--- src/rtl/cache_miss_handler_pkg.sv ---
// Shared cache definitions: block geometry and miss-handler state encodings.
// The memory controller imports the same package, so encodings stay in sync.
package cache_miss_handler_pkg;

  localparam int CACHE_BLOCK_WORDS = 8;
  localparam int ADDR_W            = 16;
  localparam int CNT_W             = 4;

  typedef enum logic [1:0] {
    ST_IDLE = 2'b00,
    ST_REQ  = 2'b01,
    ST_FILL = 2'b10,
    ST_DONE = 2'b11
  } miss_state_e;

endpackage

--- src/rtl/cache_miss_handler_cells.sv ---
// Library cells used by the miss handler: a resettable register and a
// 4-bit incrementer.

module dff #(
  parameter int              WIDTH     = 1,
  parameter logic [WIDTH-1:0] RESET_VAL = '0
) (
  input  logic             clk,
  input  logic             rst,
  input  logic [WIDTH-1:0] d,
  output logic [WIDTH-1:0] q
);

  // Plain register with asynchronous active-high clear.
  always_ff @(posedge clk or posedge rst) begin
    if (rst) q <= RESET_VAL;
    else     q <= d;
  end

endmodule

module incrementer_4_bit (
  input  logic [3:0] a,
  output logic [3:0] y
);

  assign y = a + 4'd1;

endmodule

--- src/rtl/cache_miss_handler.sv ---
// Cache miss handler: captures a missing access, requests a block fill from
// the memory controller, steers returned words into the data array and
// writes the tag once the controller reports the block complete.
//
// state | meaning
// ------+------------------------------------------------------------
// IDLE  | no outstanding miss; a missing access is captured here
// REQ   | fill requested, waiting for the controller to start updating
// FILL  | words streaming in; tag write ends the fill
// DONE  | single-cycle completion pulse before returning to IDLE
module cache_miss_handler
  import cache_miss_handler_pkg::*;
#(
  parameter  int BLOCK_WORDS = CACHE_BLOCK_WORDS,
  localparam int OFS_W       = $clog2(BLOCK_WORDS),
  localparam int BLK_W       = 15 - OFS_W
) (
  input  logic             clk,
  input  logic             rst,
  input  logic             access_valid,
  input  logic [15:0]      access_address,
  input  logic             tag_hit,
  output logic             cache_miss,
  output logic [15:0]      cache_miss_address,
  input  logic             cache_updating,
  input  logic             cache_write_data_array,
  input  logic             cache_write_tag_array,
  input  logic [15:0]      ram_data_address,
  input  logic [15:0]      ram_data_out,
  output logic             data_we,
  output logic [OFS_W-1:0] data_word_offset,
  output logic [15:0]      data_wdata,
  output logic             tag_we,
  output logic [BLK_W-1:0] fill_block,
  output logic             stall,
  output logic             fill_done
);

  localparam logic [CNT_W-1:0] CNT_SAT = CNT_W'(BLOCK_WORDS);

  miss_state_e      state_q, state_d;
  logic [1:0]       state_raw;
  logic [15:0]      addr_q, addr_d;
  logic [CNT_W-1:0] word_count, count_inc, count_d;
  logic             miss_detect;
  logic             block_match;
  logic             unused_byte_bit;

  dff #(.WIDTH(2)) u_state_reg (
    .clk (clk),
    .rst (rst),
    .d   (state_d),
    .q   (state_raw)
  );

  dff #(.WIDTH(16)) u_addr_reg (
    .clk (clk),
    .rst (rst),
    .d   (addr_d),
    .q   (addr_q)
  );

  dff #(.WIDTH(CNT_W)) u_count_reg (
    .clk (clk),
    .rst (rst),
    .d   (count_d),
    .q   (word_count)
  );

  incrementer_4_bit u_count_inc (
    .a (word_count),
    .y (count_inc)
  );

  assign state_q            = miss_state_e'(state_raw);
  // Gated by rst so a miss presented during reset cannot raise stall.
  assign miss_detect        = access_valid & ~tag_hit & ~rst;
  assign block_match        = ram_data_address[15:OFS_W+1] == addr_q[15:OFS_W+1];
  assign cache_miss_address = addr_q;
  assign fill_block         = addr_q[15:OFS_W+1];
  assign unused_byte_bit    = ram_data_address[0];

  // Next-state, capture, word counter and all handshake outputs.
  always_comb begin
    state_d          = state_q;
    addr_d           = addr_q;
    count_d          = word_count;
    cache_miss       = 1'b0;
    stall            = 1'b0;
    data_we          = 1'b0;
    data_word_offset = '0;
    data_wdata       = '0;
    tag_we           = 1'b0;
    fill_done        = 1'b0;
    case (state_q)
      ST_IDLE: begin
        count_d = '0;
        if (miss_detect) begin
          addr_d  = access_address;
          stall   = 1'b1;
          state_d = ST_REQ;
        end
      end
      ST_REQ: begin
        cache_miss = 1'b1;
        stall      = 1'b1;
        count_d    = '0;
        if (cache_updating) state_d = ST_FILL;
      end
      ST_FILL: begin
        cache_miss       = 1'b1;
        stall            = 1'b1;
        data_word_offset = ram_data_address[OFS_W:1];
        data_wdata       = ram_data_out;
        data_we          = cache_write_data_array & block_match;
        tag_we           = cache_write_tag_array;
        if (data_we && word_count != CNT_SAT) count_d = count_inc;
        // Completion does not depend on the word count.
        if (cache_write_tag_array) begin
          state_d = ST_DONE;
        end else if (!cache_updating) begin
          // Controller was preempted: ask again and refill from word 0.
          state_d = ST_REQ;
          count_d = '0;
        end
      end
      ST_DONE: begin
        stall     = 1'b1;
        fill_done = 1'b1;
        state_d   = ST_IDLE;
      end
      default: state_d = ST_IDLE;
    endcase
  end

endmodule

--- config.mk ---
export PLATFORM = sky130hd
export DESIGN_NAME = cache_miss_handler
export DESIGN_NICKNAME = d
export VERILOG_FILES = /design/src/rtl/cache_miss_handler_pkg.sv /design/src/rtl/cache_miss_handler_cells.sv /design/src/rtl/cache_miss_handler.sv
export SDC_FILE = /design/constraint.sdc
export NUM_CORES = 1
export LEC_CHECK = 0
export ABC_AREA = 1
export BUFFER_PORTS_ARGS = -buffer_cell sky130_fd_sc_hd__buf_2
export CAP_MARGIN = 10
export CORE_AREA = 2 2 63 65
export DETAILED_ROUTE_END_ITERATION = 10
export DIE_AREA = 0 0 65 67
export GPL_TIMING_DRIVEN = 1
export PLACE_DENSITY = 0.77
export SETUP_SLACK_MARGIN = 0.05
export SYNTH_ARGS = -nofsm -noshare
export SYNTH_HDL_FRONTEND = slang
export SYNTH_SLANG_ARGS = --single-unit
export TNS_END_PERCENT = 50
--- constraint.sdc ---
create_clock -name clk -period 1.9 [get_ports clk]
set_clock_uncertainty 0.15 [all_clocks]
set_input_delay 0.095 -clock clk [delete_from_list [all_inputs] [get_ports clk]]
set_output_delay 0.095 -clock clk [all_outputs]
set_load 0.05 [all_outputs]
==> results of run 1 <==
flip-flops by register name, summed over array words and instances (netlist names):
register / count
u_addr_reg.q: 16
u_state_reg.q: 2
power breakdown:
| group | total (uW) | internal [uW] | leakage, uW | switching [uW] |
|---|---|---|---|---|
| clock network | 311 | 184 | 0.0000288 | 127 |
| registers | 727 | 562 | 0.000212 | 165 |
| logic | 2710 | 684 | 0.00116 | 2030 |
| total | 3750 | 1430 | 0.00140 | 2320 |
cells in the final DEF (no fill, tap or decap):
cell type / count
dfrtp_2: 1
buf_12: 1
nand3_4: 1
dlygate4sd3_1: 17
buf_2: 99
or2_2: 1
clkbuf_8: 4
o21ai_0: 5
ha_1: 4
ha_4: 1
nor2_2: 1
a21oi_2: 7
nor2_4: 6
nand2_1: 54
o21ai_2: 9
nand3_2: 1
inv_1: 46
buf_6: 2
o21ai_1: 2
xor2_1: 3
inv_4: 1
buf_4: 11
nand2_2: 1
nor2_1: 9
nand3_1: 4
dfrtp_1: 17
critical path, delay by kind of cell (launching register included):
family	cells	cell delay [ns]
buf+inv	3	0.47
flops	1	0.42
fa+ha+maj	1	0.23
simple gates	1	0.15
logic make-up after synthesis:
kind of cell               count (synthesis)  share of synthesized area
buffers and inverters                     64                     0.2264
AOI/OAI and AO/OA                         23                     0.1258
and+or+nand+nor                           78                     0.2606
adders and majority gates                  5                    0.04492
DFF                                       18                     0.3234
xor gates and xnor gates                   3                    0.01887
layer usage:
layer	global-route usage	vias up
li1	-	775
met1	0.1786	638
met2	0.3351	77
met3	0.03547	7
met4	0.03723	0
met5	0	-
metrics by stage:
stage	area [sq um]	total power, uW
after floorplan	1395	2931
after global placement	1884	3281
after detailed placement	1884	3315
after CTS	2135	3689
after global routing	2183	3990
final	2183	3748
what timing repair did:
item | in CTS | in global routing
resized for setup | 9 | 5
setup buffers | 0 | 4
setup endpoints to repair | 20 | 20
hold buffers | 17 | 0
pin swaps | 0 | 3
endpoints found under the hold margin | 34 | 0
final cells by class:
cell class / instances / area (sq um)
Multi-Input combinational cell: 109 / 646.9
Timing Repair Buffer: 130 / 790.8
Tap cell: 48 / 60.06
Sequential cell: 18 / 451.7
Fill cell: 343 / 1423
Inverter: 47 / 178.9
Clock buffer: 4 / 55.05
worst min path at each step:
stage | from | slack, ns | depth (start not counted) | end
3_5_place_dp | rst | 0.11 | 3 | u_addr_reg.q[15]$_DFFE_PP0P_
3_3_place_gp | rst | 0.1 | 3 | u_addr_reg.q[15]$_DFFE_PP0P_
2_1_floorplan | rst | -0.08 | 1 | u_addr_reg.q[0]$_DFFE_PP0P_
6_report | cache_updating | 0.05 | 4 | u_state_reg.q[0]$_DFFE_PP0P_
5_1_grt | cache_updating | 0.07 | 4 | u_state_reg.q[0]$_DFFE_PP0P_
4_1_cts | cache_updating | 0.02 | 4 | u_state_reg.q[0]$_DFFE_PP0P_
==> results.json, run 1 <==
{
  "synthArstFlopShare": 1.000,
  "synth_area_leader_cell": "dfrtp_1",
  "path_class": "reg -> out",
  "power.density_nw_per_um2": 1717,
  "initial_utilization": 0.3862,
  "rows": 22,
  "drtIter0Drc": 23,
  "path_cells": "inv_4 -> buf_4 -> ha_1 -> nand2_1 -> buf_2",
  "synth_area_sq_um": 1393,
  "max_slew_margin": 0.8319,
  "syn_nets": 251,
  "rsz0062_at_grt": "false",
  "cts_tree": "done",
  "irDropWorstVdd_uv": 1198,
  "dieArea_sq_um": 4355,
  "synth_ff_type": "dfrtp_1",
  "timing.hold.ws_ns": 0.04719,
  "synth_cell_type_count": 17,
  "synth_most_common_cell": "nand2_1",
  "worstPathArrival_ns": 1.53,
  "drive_above_1_share": 0.4773,
  "ys_ff_latch": 18,
  "highest_layer": "met4",
  "core_sq_um": 3606,
  "syn_avg_cell_area_sq_um": 7.291,
  "grt_pass1_wl_mm": 5.782,
  "diodes": 0,
  "finish.utilization": 0.6055,
  "rrSetupSlack_ns": 0.30,
  "ys_seq_area_frac": 0.3235,
  "portBuffers": 105,
  "finalSetupViolations": 0,
  "r2r_cells": 7,
  "gp_congestion": 0.7597,
  "wl_met3_um": 384,
  "io_pins": 107,
  "layout.nets": 369,
  "cts_buffers": 3,
  "dpl.hpwl_mm": 2.728,
  "dp_cells": 331,
  "endpoint": "stall",
  "syn_to_final_growth_pct": 56.78,
  "worstSetupEndpointType": "output pin",
  "grt_antenna_before_repair": 0,
  "grt_usage": 0.1680,
  "clockRootBuffer": "clkbuf_8",
  "clock-sinks": 18,
  "cts.path.max_buffers": 2,
  "leakagePower_uw": 0.001397,
  "grt.overflow.total": 0,
  "vias": 1497,
  "htree_levels": 1,
  "cp_data_required_time_ns": 1.65,
  "hold_path_class": "in -> reg",
  "met1_length_mm": 1.393,
  "critPathLaunch": "u_state_reg.q[0]$_DFFE_PP0P_",
  "synth_edf_count": 0,
  "cpPeakStageDelay_ns": 0.42,
  "timing.rr.start": "u_state_reg.q[0]$_DFFE_PP0P_",
  "die_h_um": 67,
  "hold_viol": 0,
  "setup-tns-final_ns": 0,
  "die_x_um": 65,
  "tightest_slew_ns": 0.2505,
  "dr.pass1.iters": 4,
  "synthTopCellsByArea": "dfrtp_1 32%, nand2_1 15%, inv_1 13%, buf_4 7.5%, o21ai_2 5.7%",
  "cp_max_fo": 4,
  "drv_cap": 0,
  "wl_met2_mm": 1.829,
  "preCtsSetupSlack_ns": 0.1786,
  "synth_common_cells": "54 x nand2_1, 47 x inv_1, 18 x dfrtp_1",
  "timing.rr.end": "u_addr_reg.q[15]$_DFFE_PP0P_",
  "drc": 0,
  "critPathSlowestCell": "dfrtp_2",
  "clock.fmax_mhz": 564.6,
  "yosysWarnings": 0,
  "finalWirelength_mm": 3.651,
  "fin_cells": 356,
  "slew_violations": 0,
  "min_period_ns": 1.771,
  "wl_per_cell_um": 10.26,
  "yosysTopAreaCellShare": 0.3235,
  "period_share": 0.9322,
  "status": "finished clean",
  "clkTransAtPathRegs_ns": 0.07,
  "clk_latency_ns": 0.25,
  "netlist_instances": 191,
  "grt_start_max_net_pins": 20,
  "ant_nets": 0,
  "setup_ws_ns": 0.1288,
  "startpoint_type": "flop",
  "first_global_vias": 1421,
  "vias_per_cell": 4.205
}
(Power assumes the default switching activity.)
==> inputs of run 2 (changes only) <==
- GPL_ROUTABILITY_DRIVEN: not set -> 0
- clock period: 1.9 -> 1.72 ns (I/O delays scaled with it)
==> run 2 against run 1 <==
  * Non-clock buffer count is 1 higher
  * Core utilization is 1.6 points higher
  * Die area stayed put
  * Highest routed layer unchanged
==> results.json, run 2 (same netlist as run 1, synthesis figures left out) <==
{
  "dr.pass1.iters": 4,
  "worstSetupEndpointType": "output pin",
  "initial_utilization": 0.3862,
  "clkTransAtPathRegs_ns": 0.07,
  "die_h_um": 67,
  "vias_per_cell": 4.275,
  "syn_to_final_growth_pct": 60.92,
  "htree_levels": 1,
  "clkPwrFrac": 0.082,
  "cts_buffers": 3,
  "clock-sinks": 18,
  "regMostFlops": "u_addr_reg.q",
  "clock.fmax_mhz": 607.7,
  "worstPathArrival_ns": 1.41,
  "finalWirelength_mm": 3.723,
  "io_pins": 107,
  "drc": 0,
  "cts_tree": "done",
  "diodes": 0,
  "rows": 22,
  "finalSetupViolations": 0,
  "max_slew_margin": 0.8251,
  "path_class": "reg -> out",
  "drtIter0Drc": 29,
  "grt_antenna_before_repair": 0,
  "core_sq_um": 3606,
  "dpl.hpwl_mm": 2.709,
  "setup_ws_ns": 0.07440,
  "hold_path_class": "in -> reg",
  "first_global_vias": 1442,
  "die_x_um": 65,
  "fillers": 312,
  "drv_cap": 0,
  "hold_viol": 0,
  "slew_violations": 0,
  "preCtsSetupSlack_ns": 0.1235,
  "cp_max_fo": 5,
  "ant_nets": 0,
  "grt_usage": 0.1755,
  "layout.nets": 370,
  "leakagePower_uw": 0.001403,
  "drive_above_1_share": 0.4822,
  "reg_top3": "u_addr_reg.q: 16 flops, u_state_reg.q: 2 flops",
  "irDropWorstVdd_uv": 1237,
  "rsz0062_at_grt": "true",
  "p_switching_uw": 2573,
  "startpoint_type": "flop",
  "setup-tns-final_ns": 0,
  "min_period_ns": 1.646,
  "grt_pass1_wl_mm": 5.892,
  "intPower_uw": 1651,
  "timing.hold.ws_ns": 0.02701,
  "period_share": 0.9567,
  "tightest_slew_ns": 0.2641,
  "p_sw_frac": 0.6091,
  "multi_input_area_sq_um": 654.4,
  "status": "finished clean",
  "cp_data_required_time_ns": 1.48,
  "cts.path.max_buffers": 2,
  "power.density_nw_per_um2": 1885,
  "grt_start_max_net_pins": 23,
  "final_cell_mix": "82 x buf_2, 54 x nand2_1, 45 x inv_1",
  "clockRootBuffer": "clkbuf_8",
  "seqPwrFrac": 0.187,
  "grt.overflow.total": 0,
  "clk_latency_ns": 0.25,
  "seqCellArea_sq_um": 450.4,
  "dieArea_sq_um": 4355,
  "portBuffers": 105,
  "wl_per_cell_um": 10.43,
  "p_comb_frac": 0.731,
  "largest_reg_flops": 16,
  "layout_commonest_cell": "buf_2",
  "vias": 1526
}
## run 2: routing by layer
metal	GRT usage	part of all wire	wire length (um)	vias to the layer above
met5	0	0	0	-
met4	0.03989	0.0056	21	0
met3	0.03378	0.096	359	4
met2	0.3698	0.54	2014	74
met1	0.1721	0.36	1328	669
li1	-	-	-	779
## run 2: path summary, 6_finish.rpt
kind,startpoint,end,slack [ns],cells after the start
worst max-delay path,u_state_reg.q[1]$_DFFE_PP0P_,stall,0.07,4
worst min-delay path,cache_updating,u_state_reg.q[0]$_DFFE_PP0P_,0.03,4
worst max register to register,u_state_reg.q[1]$_DFFE_PP0P_,u_addr_reg.q[15]$_DFFE_PP0P_,0.17,6
worst min register to register,u_addr_reg.q[3]$_DFFE_PP0P_,u_addr_reg.q[3]$_DFFE_PP0P_,0.34,2
max in group asynchronous,rst,u_addr_reg.q[7]$_DFFE_PP0P_,0.85,4
min in group asynchronous,rst,u_addr_reg.q[14]$_DFFE_PP0P_,0.38,4
## run 2: cell type report
class | instances | share of cell area
clock buffer | 4 | 0.02457
inverter | 47 | 0.07873
timing repair buffer | 131 | 0.3769
tap | 48 | 0.02680
sequential | 18 | 0.2010
multi-input combinational | 109 | 0.2920
## run 2: timing repair
action	CTS	global route
endpoints found under the setup margin	22	23
buffers inserted	1	3
endpoints found under the hold margin	34	0
gates resized for setup	28	5
hold buffers	17	0
pin swaps	4	5
## run 2: power groups by stage
| stage | Combinational (uW) | Clock [uW] | Sequential [uW] |
|---|---|---|---|
| floorplan | 1850 | 0 | 1390 |
| global placement | 2860 | 0 | 783 |
| detailed placement | 2880 | 0 | 794 |
| CTS | 3020 | 358 | 795 |
| global route | 3290 | 382 | 826 |
| finish | 3090 | 346 | 790 |
## run 2: critical path: stages, from the launching register on
cell and delay, ns:
dfrtp_1 0.44, inv_1 0.16, ha_2 0.23, nand2_1 0.12
buf_4 0.21
## run 2: through the flow
| stage | total power [uW] | area, sq um | utilization | instances |
|---|---|---|---|---|
| 2_1_floorplan | 3239 | 1400 | - | 191 |
| 5_1_grt | 4495 | 2241 | 0.6214 | 357 |
| 3_5_place_dp | 3678 | 1897 | 0.5260 | 332 |
| 4_1_cts | 4170 | 2210 | 0.6128 | 354 |
| 6_report | 4223 | 2241 | 0.6214 | 357 |
| 3_3_place_gp | 3639 | 1897 | 0.5260 | 332 |
